[src/rtl/result_display_driver_if.sv]
// Upstream result bus feeding the display driver: a capture strobe plus the
// signed-magnitude result and its flags.
interface result_display_driver_if;
  logic       load;
  logic [4:0] result;
  logic       divbyzero;
  logic       zero;

  // Strobe semantics: no valid/ready pair. load is a single-cycle capture
  // strobe that the consumer honours on every edge; there is no backpressure.
  modport master (output load, output result, output divbyzero, output zero);
  modport slave  (input  load, input  result, input  divbyzero, input  zero);
endinterface

[src/rtl/result_display_driver.sv]
// Captures a 5-bit signed-magnitude result and drives a 4-digit multiplexed
// common-anode 7-segment display (sign, tens, units, or "Err").
module result_display_driver #(
  parameter int REFRESH_DIV = 50000,
  parameter int CNT_W       = 16
) (
  input  logic                     clk,
  input  logic                     rst_n,
  result_display_driver_if.slave   up,
  output logic [3:0]               an,
  output logic [6:0]               seg,
  output logic                     err
);

  localparam logic [6:0] SEG_BLANK = 7'b1111111;
  localparam logic [6:0] SEG_MINUS = 7'b0111111;
  localparam logic [6:0] SEG_E     = 7'b0000110;
  localparam logic [6:0] SEG_R     = 7'b0101111;
  localparam logic [6:0] SEG_ONE   = 7'b1111001;
  localparam logic [6:0] SEG_ZERO  = 7'b1000000;
  localparam logic [CNT_W-1:0] CNT_MAX = CNT_W'(REFRESH_DIV - 1);

  logic [CNT_W-1:0] cnt;
  logic [1:0]       idx;
  logic [4:0]       cap_res;
  logic             cap_dbz;
  logic             cap_zero;
  logic             have_data;

  logic [3:0] mag;
  logic       tens;
  logic [3:0] units;
  logic [6:0] dig_seg;
  logic [3:0] an_next;

  function automatic logic [6:0] bcd_to_seg(input logic [3:0] d);
    logic [6:0] s;
    case (d)
      4'd0:    s = 7'b1000000;
      4'd1:    s = 7'b1111001;
      4'd2:    s = 7'b0100100;
      4'd3:    s = 7'b0110000;
      4'd4:    s = 7'b0011001;
      4'd5:    s = 7'b0010010;
      4'd6:    s = 7'b0000010;
      4'd7:    s = 7'b1111000;
      4'd8:    s = 7'b0000000;
      4'd9:    s = 7'b0010000;
      default: s = SEG_BLANK;
    endcase
    return s;
  endfunction

  // Magnitude is at most 15, so the tens digit is only ever 0 or 1.
  always_comb begin
    mag   = cap_res[3:0];
    tens  = (mag >= 4'd10);
    units = tens ? (mag - 4'd10) : mag;
  end

  always_comb begin
    dig_seg = SEG_BLANK;
    an_next = ~(4'b0001 << idx);
    if (have_data) begin
      if (cap_dbz) begin
        case (idx)
          2'd2:       dig_seg = SEG_E;
          2'd1, 2'd0: dig_seg = SEG_R;
          default:    dig_seg = SEG_BLANK;
        endcase
      end else if (cap_zero) begin
        if (idx == 2'd0) dig_seg = SEG_ZERO;
      end else begin
        case (idx)
          2'd0:    dig_seg = bcd_to_seg(units);
          2'd1:    dig_seg = tens ? SEG_ONE : SEG_BLANK;
          2'd3:    dig_seg = (cap_res[4] && mag != 4'd0) ? SEG_MINUS : SEG_BLANK;
          default: dig_seg = SEG_BLANK;
        endcase
      end
    end
  end

  // Scan timing is independent of load so captures never shift the digit phase.
  always_ff @(posedge clk or negedge rst_n) begin
    if (!rst_n) begin
      cnt <= '0;
      idx <= 2'd0;
    end else if (cnt == CNT_MAX) begin
      cnt <= '0;
      idx <= idx + 2'd1;
    end else begin
      cnt <= cnt + 1'b1;
    end
  end

  always_ff @(posedge clk or negedge rst_n) begin
    if (!rst_n) begin
      cap_res   <= 5'd0;
      cap_dbz   <= 1'b0;
      cap_zero  <= 1'b0;
      have_data <= 1'b0;
    end else if (up.load) begin
      cap_res   <= up.result;
      cap_dbz   <= up.divbyzero;
      cap_zero  <= up.zero;
      have_data <= 1'b1;
    end
  end

  always_ff @(posedge clk or negedge rst_n) begin
    if (!rst_n) begin
      an  <= 4'b1111;
      seg <= SEG_BLANK;
      err <= 1'b0;
    end else begin
      an  <= an_next;
      seg <= dig_seg;
      err <= cap_dbz & have_data;
    end
  end

endmodule

[src/flat_wrapper.sv]
// flat-port wrapper written by rule: the top's interface ports become plain ports
module result_display_driver_flat 
#(
  parameter int REFRESH_DIV = 50000,
  parameter int CNT_W       = 16
)
  (clk, rst_n, an, seg, err, up_load, up_result, up_divbyzero, up_zero);
  result_display_driver_if up_i ();
  input  logic clk;
  input  logic rst_n;
  output logic [3:0] an;
  output logic [6:0] seg;
  output logic err;
  input wire logic [$bits(up_i.load)-1:0] up_load;
  input wire logic [$bits(up_i.result)-1:0] up_result;
  input wire logic [$bits(up_i.divbyzero)-1:0] up_divbyzero;
  input wire logic [$bits(up_i.zero)-1:0] up_zero;
  assign up_i.load = up_load;
  assign up_i.result = up_result;
  assign up_i.divbyzero = up_divbyzero;
  assign up_i.zero = up_zero;
  result_display_driver #(.REFRESH_DIV(REFRESH_DIV), .CNT_W(CNT_W)) u_core (.clk(clk), .rst_n(rst_n), .up(up_i), .an(an), .seg(seg), .err(err));
endmodule
[config.mk]
export PLATFORM = sky130hd
export DESIGN_NAME = result_display_driver_flat
export DESIGN_NICKNAME = d
export VERILOG_FILES = /design/src/rtl/result_display_driver_if.sv /design/src/rtl/result_display_driver.sv /design/src/flat_wrapper.sv
export SDC_FILE = /design/constraint.sdc
export NUM_CORES = 1
export LEC_CHECK = 0
export ABC_AREA = 1
export CAP_MARGIN = 20
export CORE_ASPECT_RATIO = 1.1
export CORE_UTILIZATION = 56
export DETAILED_ROUTE_END_ITERATION = 7
export GPL_TIMING_DRIVEN = 1
export PLACE_DENSITY = 0.84
export SLEW_MARGIN = 0
export SYNTH_ARGS = -nofsm -noshare
export SYNTH_HDL_FRONTEND = slang
export SYNTH_SLANG_ARGS = --single-unit
export TNS_END_PERCENT = 5
[constraint.sdc]
create_clock -name clk -period 2.2 [get_ports clk]
set_clock_uncertainty 0.15 [all_clocks]
set_input_delay 0.55 -clock clk [delete_from_list [all_inputs] [get_ports clk]]
set_output_delay 0.55 -clock clk [all_outputs]
set_load 0.02 [all_outputs]
==> results.sh, run 1 <==
export IMPL_syn_instance_count=252
export IMPL_drtIter0Drc=77
export IMPL_slew_headroom_pct=69.4
export IMPL_syn_area_per_cell_um2=8.41
export IMPL_min_period_over_period_pct=95.8
export IMPL_clk_latency_ps=300
export IMPL_worst_path_buf_inv=1
export IMPL_fmax_mhz=474
export IMPL_die_w_um=60.7
export IMPL_ant_nets=0
export IMPL_power_leakage_nw=1.26
export IMPL_use_met1_pct=28.9
export IMPL_nNetsFinal=300
export IMPL_hold_path_class="in2async"
export IMPL_rsz0062_at_grt="false"
export IMPL_routed_wl_mm=3.86
export IMPL_cts_sinks=38
export IMPL_min_period_ps=2110
export IMPL_multiInputGateArea_um2=993
export IMPL_core_rowCount=23
export IMPL_status="complete, no violations"
export IMPL_grt_util_met2_pct=33.1
export IMPL_antenna_cells=0
export IMPL_drc=0
export IMPL_critPathMaxFanout=1
export IMPL_reg2reg_depth=13
export IMPL_first_pass_iters=4
export IMPL_dpl_cell_count=323
export IMPL_die_y_um=66.5
export IMPL_h_tree_depth=2
export IMPL_cts_hold_buffers_added=0
export IMPL_yosysUniqueCellTypes=32
export IMPL_fin_cells=331
export IMPL_syn_nets=272
export IMPL_slowest_stage="clkdlybuf4s50_1"
export IMPL_ctsResizeCount=0
export IMPL_slowest_delay_ps=590
export IMPL_ys_ff_latch=38
export IMPL_crit_path_start_kind="register"
export IMPL_fill_cells=283
export IMPL_area_delta_synth_final_pct=19.1
export IMPL_post_cts_setup_buffers=0
export IMPL_slew_viol_final=0
export IMPL_final_util_pct=69.6
export IMPL_vias=1691
export IMPL_dpl_cell_area_um2=2390
export IMPL_crit_cells=1
export IMPL_yosys_warnings=0
export IMPL_crit_path_end_kind="output pin"
export IMPL_design_core_area_um2=3630
export IMPL_peakVddDrop_uv=350
export IMPL_grt_overflow=0
export IMPL_power_density_nw_per_um2=699
export IMPL_path_clk_slew_ps=80
export IMPL_final_area_um2=2520
export IMPL_numCtsBuffers=5
export IMPL_hold_viol=0
export IMPL_path_cells="clkdlybuf4s50_1"
export IMPL_cp_required_ps=1500
export IMPL_ys_seq_area_share_pct=45.5
export IMPL_fp_dieArea_um2=4040
export IMPL_antenna_found_initial=0
export IMPL_setup_violations=0
export IMPL_critical_path_top_delay_family="buffers and inverters"
export IMPL_seq_area_um2=965
export IMPL_worstPathArrival_ps=1410
export IMPL_drive_gt1_share_pct=17.4
export IMPL_worstSetupPathType="reg2out"
export IMPL_vias_per_cell=5.11
export IMPL_grt_pass1_vias=1483
export IMPL_finalSetupTns_ps=0
export IMPL_post_drt_wl_per_cell_um=11.7
export IMPL_root_buffer="clkbuf_8"
export IMPL_worst_pin_slew_ps=456
export IMPL_cts_tree="built"
export IMPL_port_buffers=21
export IMPL_busiest_layer="met2"
export IMPL_grt_max_degree=39
export IMPL_initial_core_util_pct=58.5
export IMPL_cts_buffer_depth=2
export IMPL_place_congestion=0.907
export IMPL_use_met3_pct=4.27
export IMPL_syn_area_um2=2120
export IMPL_grt_first_pass_wirelength_mm=6.42
export IMPL_cap_violations=0
export IMPL_ios=22
export IMPL_globalRouteTotalUtil_pct=22.2
export IMPL_dp_hpwl_mm=2.82
## flip-flops by register name (all words and copies together), names as in the netlist
register	count
u_core.cap_zero	1
u_core.err	1
u_core.have_data	1
u_core.seg	7
u_core.cnt	16
u_core.cap_res	5
u_core.an	4
u_core.idx	2
u_core.cap_dbz	1
## layer usage
| layer | vias to the layer above | wire (µm) |
|---|---|---|
| li1 | 865 | - |
| met1 | 769 | 1830 |
| met2 | 47 | 1760 |
| met3 | 10 | 177 |
| met4 | 0 | 99 |
| met5 | - | 0 |
## layout by cell type (no fill, tap or decap), types with 2 or more instances in the layout
master           Yosys  routed
nand2_1             59      59
inv_1               36      36
dfrtp_1             27      27
clkdlybuf4s50_1      0      20
o21ai_0             15      15
nor2_1              12      12
a21oi_1             11      11
dfstp_2             11      11
nand3_1             10      10
ha_1                10      10
nor3_1               8       8
nand4_1              7       7
nor2_2               5       5
nand2_2              5       5
xor2_1               5       5
clkbuf_8             0       5
inv_2                3       3
nand2_4              3       3
a31oi_1              3       3
nand3_2              3       3
nand3b_1             2       2
or2_2                2       2
nor2_4               2       2
nor3_4               2       2
nor4_1               2       2
bufinv_16            0       2
buf_4                0       2
## synthesized netlist by cell type
library cell  number  share of area (%)
dfrtp_1           27                 32
o21ai_0           15                3.5
dfstp_2           11                 14
nor2_1            12                2.1
o21ai_1            1               0.24
nand3b_1           2               0.71
a31oi_1            3               0.89
or2_1              1               0.30
inv_2              3               0.53
o21ai_2            1               0.41
a2bb2oi_1          1               0.41
nor3_4             2                1.5
clkbuf_1           1               0.18
or3_1              1               0.30
nor3_1             8                1.9
ha_1              10                5.9
nand2_4            3                1.6
inv_1             36                6.4
nor4_1             2               0.59
nand3_2            3                1.4
a21oi_1           11                2.6
nor3b_1            1               0.35
nand4_1            7                2.1
nand3_1           10                2.4
nor2_2             5                1.5
nand2_2            5                1.5
xor2_1             5                2.1
mux2_2             1               0.53
or2_2              2               0.59
buf_6              1               0.53
nor2_4             2                1.1
nand2_1           59                 10
## report_power, final
| part | internal [mW] | leakage, nW | switching [mW] |
|---|---|---|---|
| Combinational | 0.118 | 0.733 | 0.168 |
| Clock | 0.454 | 0.0683 | 0.256 |
| Sequential | 0.748 | 0.458 | 0.0207 |
| Total | 1.32 | 1.26 | 0.445 |
## final cells by class
type	instances	area share, %
clock buffer	5	2.73
clock inverter	3	2.73
inverter	39	5.80
multi-input combinational	173	39.3
sequential	38	38.2
tap	50	2.48
timing repair buffer	23	8.72
## stage by stage
| step | power, mW | setup WS (ps) | hold WS (ps) |
|---|---|---|---|
| floorplan | 0.961 | 414 | 104 |
| global placement | 1.05 | 312 | 321 |
| detailed placement | 1.06 | 255 | 321 |
| CTS | 1.78 | 79.5 | 141 |
| global route | 1.85 | 26.1 | 170 |
| finish | 1.76 | 91.8 | 126 |
## final timing paths
kind / startpoint / to / slack (ps)
max in group asynchronous: rst_n / u_core.seg[1]$_DFF_PN1_ / 1420
min reg2reg: u_core.cnt[0]$_DFF_PN0_ / u_core.cnt[0]$_DFF_PN0_ / 330
max: u_core.an[3]$_DFF_PN1_ / an[3] / 90
min: rst_n / u_core.cnt[11]$_DFF_PN0_ / 130
max reg2reg: u_core.cap_res[3]$_DFFE_PN0P_ / u_core.seg[3]$_DFF_PN1_ / 190
min in group clk: u_core.cnt[0]$_DFF_PN0_ / u_core.cnt[0]$_DFF_PN0_ / 330
## kinds of logic after synthesis
family / Yosys count / synth area share, %
compound gates: 32 / 8.09
xor+xnor: 5 / 2.07
fa+ha+maj: 10 / 5.90
buf+inv: 41 / 7.61
flops: 38 / 45.5
mux: 1 / 0.531
simple gates: 125 / 30.3
Power figures use the tool's default switching activity.
==> run 2, diff against run 1 <==
--- a/config.mk
+++ b/config.mk
@@ -8,10 +8,10 @@
 export ABC_AREA = 1
 export CAP_MARGIN = 20
 export CORE_ASPECT_RATIO = 1.1
-export CORE_UTILIZATION = 56
+export CORE_UTILIZATION = 51
 export DETAILED_ROUTE_END_ITERATION = 7
 export GPL_TIMING_DRIVEN = 1
-export PLACE_DENSITY = 0.84
+export PLACE_DENSITY = 0.81
 export SLEW_MARGIN = 0
 export SYNTH_ARGS = -nofsm -noshare
 export SYNTH_HDL_FRONTEND = slang
==> constraint.sdc (replaced) <==
create_clock -name clk -period 1.9 [get_ports clk]
set_clock_uncertainty 0.15 [all_clocks]
set_input_delay 0.475 -clock clk [delete_from_list [all_inputs] [get_ports clk]]
set_output_delay 0.475 -clock clk [all_outputs]
set_load 0.02 [all_outputs]
==> run 2 against run 1 <==
- clock power down 18%
- final cell count increased by 3.9%
- critical path depth is 8 higher
- power increased by 5.0%
- wire length up 9.3%
- die area grew 9.5%
- combinational power rose by 33%
- non-clock buffer count up 11
- worst setup slack got worse by 58 ps
- via count is 4.8% higher
- count of clock-buffer cells in the layout increased by 1
- sequential power is 16% higher
- critical path type is now reg2reg
- critical endpoint is now u_core.seg[6]$_DFF_PN1_
==> results.sh, run 2 (synthesis results as in run 1) <==
export IMPL_status="complete, no violations"
export IMPL_nNetsFinal=311
export IMPL_worst_pin_slew_ps=389
export IMPL_hold_path_class="reg2reg"
export IMPL_largest_reg_flops=16
export IMPL_cts_buffer_depth=2
export IMPL_cap_violations=0
export IMPL_critPathMaxFanout=6
export IMPL_core_rowCount=24
export IMPL_die_y_um=69.6
export IMPL_ant_nets=0
export IMPL_final_area_um2=2630
export IMPL_power_frac_seq_pct=48.1
export IMPL_path_clk_slew_ps=80
export IMPL_p_clk_share_pct=31.4
export IMPL_finalSetupTns_ps=0
export IMPL_slowest_delay_ps=450
export IMPL_min_period_over_period_pct=98.2
export IMPL_power_density_nw_per_um2=704
export IMPL_rsz0062_at_grt="true"
export IMPL_fp_dieArea_um2=4420
export IMPL_path_common_cell="nand2_4"
export IMPL_die_w_um=63.5
export IMPL_path_cells="inv_4 -> ha_4 -> nand2_4 -> nand2_4 -> nand3_1 -> o21ai_2 -> a21oi_1 -> o21ai_0 -> nand2_1"
export IMPL_fin_cells=344
export IMPL_routed_wl_mm=4.22
export IMPL_grt_overflow=0
export IMPL_globalRouteTotalUtil_pct=20.8
export IMPL_switching_share_pct=28.8
export IMPL_reg_top3="u_core.cnt (16), u_core.seg (7), u_core.cap_res (5)"
export IMPL_grt_first_pass_wirelength_mm=7.11
export IMPL_cts_tree="built"
export IMPL_slew_headroom_pct=73.9
export IMPL_mostFrequentLayoutCell="nand2_1"
export IMPL_fill_cells=325
export IMPL_place_congestion=0.936
export IMPL_port_buffers=21
export IMPL_fmax_mhz=536
export IMPL_clk_latency_ps=300
export IMPL_root_buffer="clkbuf_8"
export IMPL_vias=1773
export IMPL_hold_viol=0
export IMPL_share_comb_of_total_power_pct=20.5
export IMPL_p_total_mw=1.85
export IMPL_setup_slack_ps=34.1
export IMPL_antenna_cells=0
export IMPL_setup_violations=0
export IMPL_final_cell_mix="nand2_1, inv_1, dfrtp_1"
export IMPL_first_pass_iters=4
export IMPL_dpl_cell_area_um2=2440
export IMPL_dp_hpwl_mm=3.08
export IMPL_power_switching_mw=0.533
export IMPL_peakVddDrop_uv=317
export IMPL_ios=22
export IMPL_grt_max_degree=17
export IMPL_final_util_pct=66.4
export IMPL_vias_per_cell=5.15
export IMPL_h_tree_depth=2
export IMPL_intPower_mw=1.32
export IMPL_initial_core_util_pct=53.5
export IMPL_slowest_stage="dfrtp_2"
export IMPL_cts_sinks=38
export IMPL_worstSetupPathType="reg2reg"
export IMPL_area_delta_synth_final_pct=24.3
export IMPL_drc=0
export IMPL_slew_viol_final=0
export IMPL_drive_gt1_share_pct=22.9
export IMPL_drtIter0Drc=77
export IMPL_min_period_ps=1870
export IMPL_whs_ps=337
export IMPL_design_core_area_um2=3960
export IMPL_dpl_cell_count=330
export IMPL_post_drt_wl_per_cell_um=12.3
export IMPL_grt_pass1_vias=1638
export IMPL_worstPathArrival_ps=1930
export IMPL_crit_path_start_kind="register"
export IMPL_largest_register="u_core.cnt"
export IMPL_power_leakage_nw=1.31
export IMPL_dp_worst_setup_slack_ps=37.3
export IMPL_numCtsBuffers=5
export IMPL_cp_required_ps=1960
export IMPL_crit_path_end_kind="register"
export IMPL_antenna_found_initial=0
-- run 2: final timing paths --
| check | start | to | slack (ps) | cells after the start |
|---|---|---|---|---|
| max in group asynchronous | rst_n | u_core.seg[2]$_DFF_PN1_ | 600 | 3 |
| max reg2reg | u_core.cap_res[1]$_DFFE_PN0P_ | u_core.seg[6]$_DFF_PN1_ | 30 | 9 |
| min | u_core.have_data$_DFFE_PN0P_ | u_core.err$_DFF_PN0_ | 340 | 2 |
| min reg2reg | u_core.have_data$_DFFE_PN0P_ | u_core.err$_DFF_PN0_ | 340 | 2 |
| min in group asynchronous | rst_n | u_core.cap_dbz$_DFFE_PN0P_ | 460 | 2 |
| max | u_core.cap_res[1]$_DFFE_PN0P_ | u_core.seg[6]$_DFF_PN1_ | 30 | 9 |
-- run 2: critical path, delay by kind of cell, from the launching register on --
kind / cells / cell delay [ps]
buffers and inverters: 1 / 60
flip-flops: 1 / 450
AO/OA/AOI/OAI: 3 / 500
adder cells (fa/ha/maj): 1 / 270
AND/OR/NAND/NOR: 4 / 350
-- run 2: power by group through the flow --
stage / Sequential [mW] / Clock (mW) / Combinational, mW
5_1_grt: 0.895 / 0.640 / 0.427
3_3_place_gp: 0.901 / 0 / 0.332
2_1_floorplan: 0.936 / 0 / 0.177
4_1_cts: 0.888 / 0.590 / 0.334
3_5_place_dp: 0.903 / 0 / 0.340
6_report: 0.891 / 0.582 / 0.381
-- run 2: cell type report --
cell class | instances | area (µm²) | area share (%)
multi-input combinational | 173 | 1050 | 39.9
sequential | 38 | 967 | 36.7
timing repair buffer | 34 | 308 | 11.7
inverter | 39 | 149 | 5.65
clock buffer | 6 | 82.6 | 3.14
tap | 52 | 65.1 | 2.47
clock inverter | 2 | 12.5 | 0.475
-- run 2: what timing repair did --
action                                  4_1_cts  5_1_grt
gates resized for setup                      13       12
setup buffers                                 0        5
endpoints found under the hold margin         8        0
hold buffers                                  1        0
endpoints found under the setup margin       13        8
pin swaps                                     0        8
-- run 2: layer usage --
layer	part of all wire (%)	track usage, %
met2	49	32.7
met4	1.6	6.82
met5	0	0
met3	5.5	5.43
met1	44	27.6
==> run 3, diff against run 2 <==
--- a/config.mk
+++ b/config.mk
@@ -10,7 +10,7 @@
 export CORE_ASPECT_RATIO = 1.1
 export CORE_UTILIZATION = 51
 export DETAILED_ROUTE_END_ITERATION = 7
-export GPL_TIMING_DRIVEN = 1
+export GPL_TIMING_DRIVEN = 0
 export PLACE_DENSITY = 0.81
 export SLEW_MARGIN = 0
 export SYNTH_ARGS = -nofsm -noshare
==> run 3 against run 2 <==
- core utilization grew 2.7 points
- via count grew 1.5%
- register-to-register slack about the same
- worst setup slack worse by 9.0 ps
- sequential share of layout area is 1.5 points lower
- combinational power is 5.2% higher
- die area is the same
==> results.sh, run 3 (synthesis results as in run 1) <==
export IMPL_ant_nets=0
export IMPL_dp_worst_setup_slack_ps=-9.08
export IMPL_cts_hold_buffers_added=0
export IMPL_nNetsFinal=317
export IMPL_cap_violations=0
export IMPL_grt_pass1_vias=1630
export IMPL_vias=1799
export IMPL_min_period_ps=1870
export IMPL_port_buffers=21
export IMPL_wl_met1_mm=2.08
export IMPL_worstPathArrival_ps=1940
export IMPL_power_density_nw_per_um2=774
export IMPL_antenna_cells=0
export IMPL_fp_dieArea_um2=4420
export IMPL_core_rowCount=24
export IMPL_antenna_found_initial=0
export IMPL_dp_hpwl_mm=2.82
export IMPL_setup_slack_ps=25.1
export IMPL_multiInputGateArea_um2=1070
export IMPL_post_drt_wl_per_cell_um=12.8
export IMPL_numCtsBuffers=5
export IMPL_fill_cells=315
export IMPL_path_clk_slew_ps=80
export IMPL_p_total_mw=2.12
export IMPL_worstSetupPathType="reg2reg"
export IMPL_routed_top_layer="met4"
export IMPL_routed_wl_mm=4.46
export IMPL_crit_path_start_kind="register"
export IMPL_seq_area_um2=966
export IMPL_grt_max_degree=39
export IMPL_final_util_pct=69.1
export IMPL_power_leakage_nw=1.38
export IMPL_drc=0
export IMPL_final_area_um2=2740
export IMPL_dpl_cell_area_um2=2390
export IMPL_final_cell_mix="nand2_1, inv_1, dfrtp_1"
export IMPL_min_period_over_period_pct=98.7
export IMPL_root_buffer="clkbuf_8"
export IMPL_cts_tree="built"
export IMPL_rsz0062_at_grt="true"
export IMPL_hold_path_class="in2async"
export IMPL_whs_ps=98.5
export IMPL_die_y_um=69.6
export IMPL_cts_sinks=38
export IMPL_worst_pin_slew_ps=786
export IMPL_setup_violations=0
export IMPL_crit_path_end_kind="register"
export IMPL_initial_core_util_pct=53.5
export IMPL_fmax_mhz=533
export IMPL_mostFrequentLayoutCell="nand2_1"
export IMPL_grt_overflow=0
export IMPL_cp_required_ps=1960
export IMPL_slew_viol_final=0
export IMPL_drive_gt1_share_pct=25.2
export IMPL_routed_wl_met2_mm=2.15
export IMPL_slew_headroom_pct=47.6
export IMPL_cts_buffer_depth=2
export IMPL_ios=22
export IMPL_critPathMaxFanout=6
export IMPL_h_tree_depth=2
export IMPL_drtIter0Drc=126
export IMPL_vias_per_cell=5.14
export IMPL_peakVddDrop_uv=431
export IMPL_die_w_um=63.5
export IMPL_clk_latency_ps=300
export IMPL_first_pass_iters=4
export IMPL_reg2reg_depth=9
export IMPL_met3_length_um=185
export IMPL_hold_viol=0
export IMPL_area_delta_synth_final_pct=29.2
export IMPL_reg_top3="u_core.cnt (16), u_core.seg (7), u_core.cap_res (5)"
export IMPL_largest_reg_flops=16
export IMPL_largest_register="u_core.cnt"
export IMPL_globalRouteTotalUtil_pct=20.8
export IMPL_status="complete, no violations"
export IMPL_design_core_area_um2=3960
export IMPL_place_congestion=0.853
export IMPL_grt_first_pass_wirelength_mm=7.18
run 3: cell types whose count changed in the layout (fill, tap and decap cells not counted), moves of 2 or more:
cell,delta
ha_4,+2
inv_1,-2
o21ai_1,+2
ha_1,-2
buf_4,+6
inv_2,+2
bufinv_16,+2
run 3: layout make-up:
cell class / count / area share (%)
Tap cell: 52 / 2.38
Multi-Input combinational cell: 173 / 39.2
Sequential cell: 38 / 35.3
Clock buffer: 5 / 2.51
Clock inverter: 3 / 2.51
Inverter: 39 / 5.44
Timing Repair Buffer: 38 / 12.1
Buffer: 2 / 0.548
run 3: path summary, 6_finish.rpt:
kind / from / end / slack, ps
max in group asynchronous: rst_n / u_core.cap_res[1]$_DFFE_PN0P_ / 950
min in group clk: u_core.have_data$_DFFE_PN0P_ / u_core.err$_DFF_PN0_ / 380
worst min-delay path: rst_n / u_core.cnt[2]$_DFF_PN0_ / 100
worst max-delay path: u_core.cap_res[1]$_DFFE_PN0P_ / u_core.seg[2]$_DFF_PN1_ / 30
worst min register to register: u_core.have_data$_DFFE_PN0P_ / u_core.err$_DFF_PN0_ / 380
worst max register to register: u_core.cap_res[1]$_DFFE_PN0P_ / u_core.seg[2]$_DFF_PN1_ / 30
run 3: where the power goes:
group          switching [mW]  internal, mW
Combinational           0.230         0.171
Sequential             0.0212         0.866
Clock                   0.306         0.526
run 3: timing repair:
item / CTS / global route
setup endpoints to repair: 15 / 11
pin swaps: 0 / 11
setup buffers: 0 / 17
resized for setup: 12 / 16
run 3: routing by layer:
| metal | track usage, % | up-vias |
|---|---|---|
| met5 | 0 | - |
| met3 | 5.26 | 4 |
| li1 | - | 905 |
| met2 | 33.0 | 51 |
| met4 | 7.83 | 0 |
| met1 | 27.3 | 839 |
run 3: worst max-delay path: stages, from the launching register on:
cell	delay, ps
dfrtp_2	460
inv_4	70
ha_4	280
nand2_4	60
nand2_4	80
nand3_1	90
o21ai_1	240
a21oi_1	90
o21ai_0	190
nand2_1	80
run 3: through the flow:
| step | std cells | TNS [ps] |
|---|---|---|
| 2_1_floorplan | 252 | 0 |
| 3_3_place_gp | 325 | -18670 |
| 3_5_place_dp | 325 | -9.08 |
| 4_1_cts | 333 | -88.1 |
| 5_1_grt | 350 | -459 |
| 6_report | 350 | 0 |
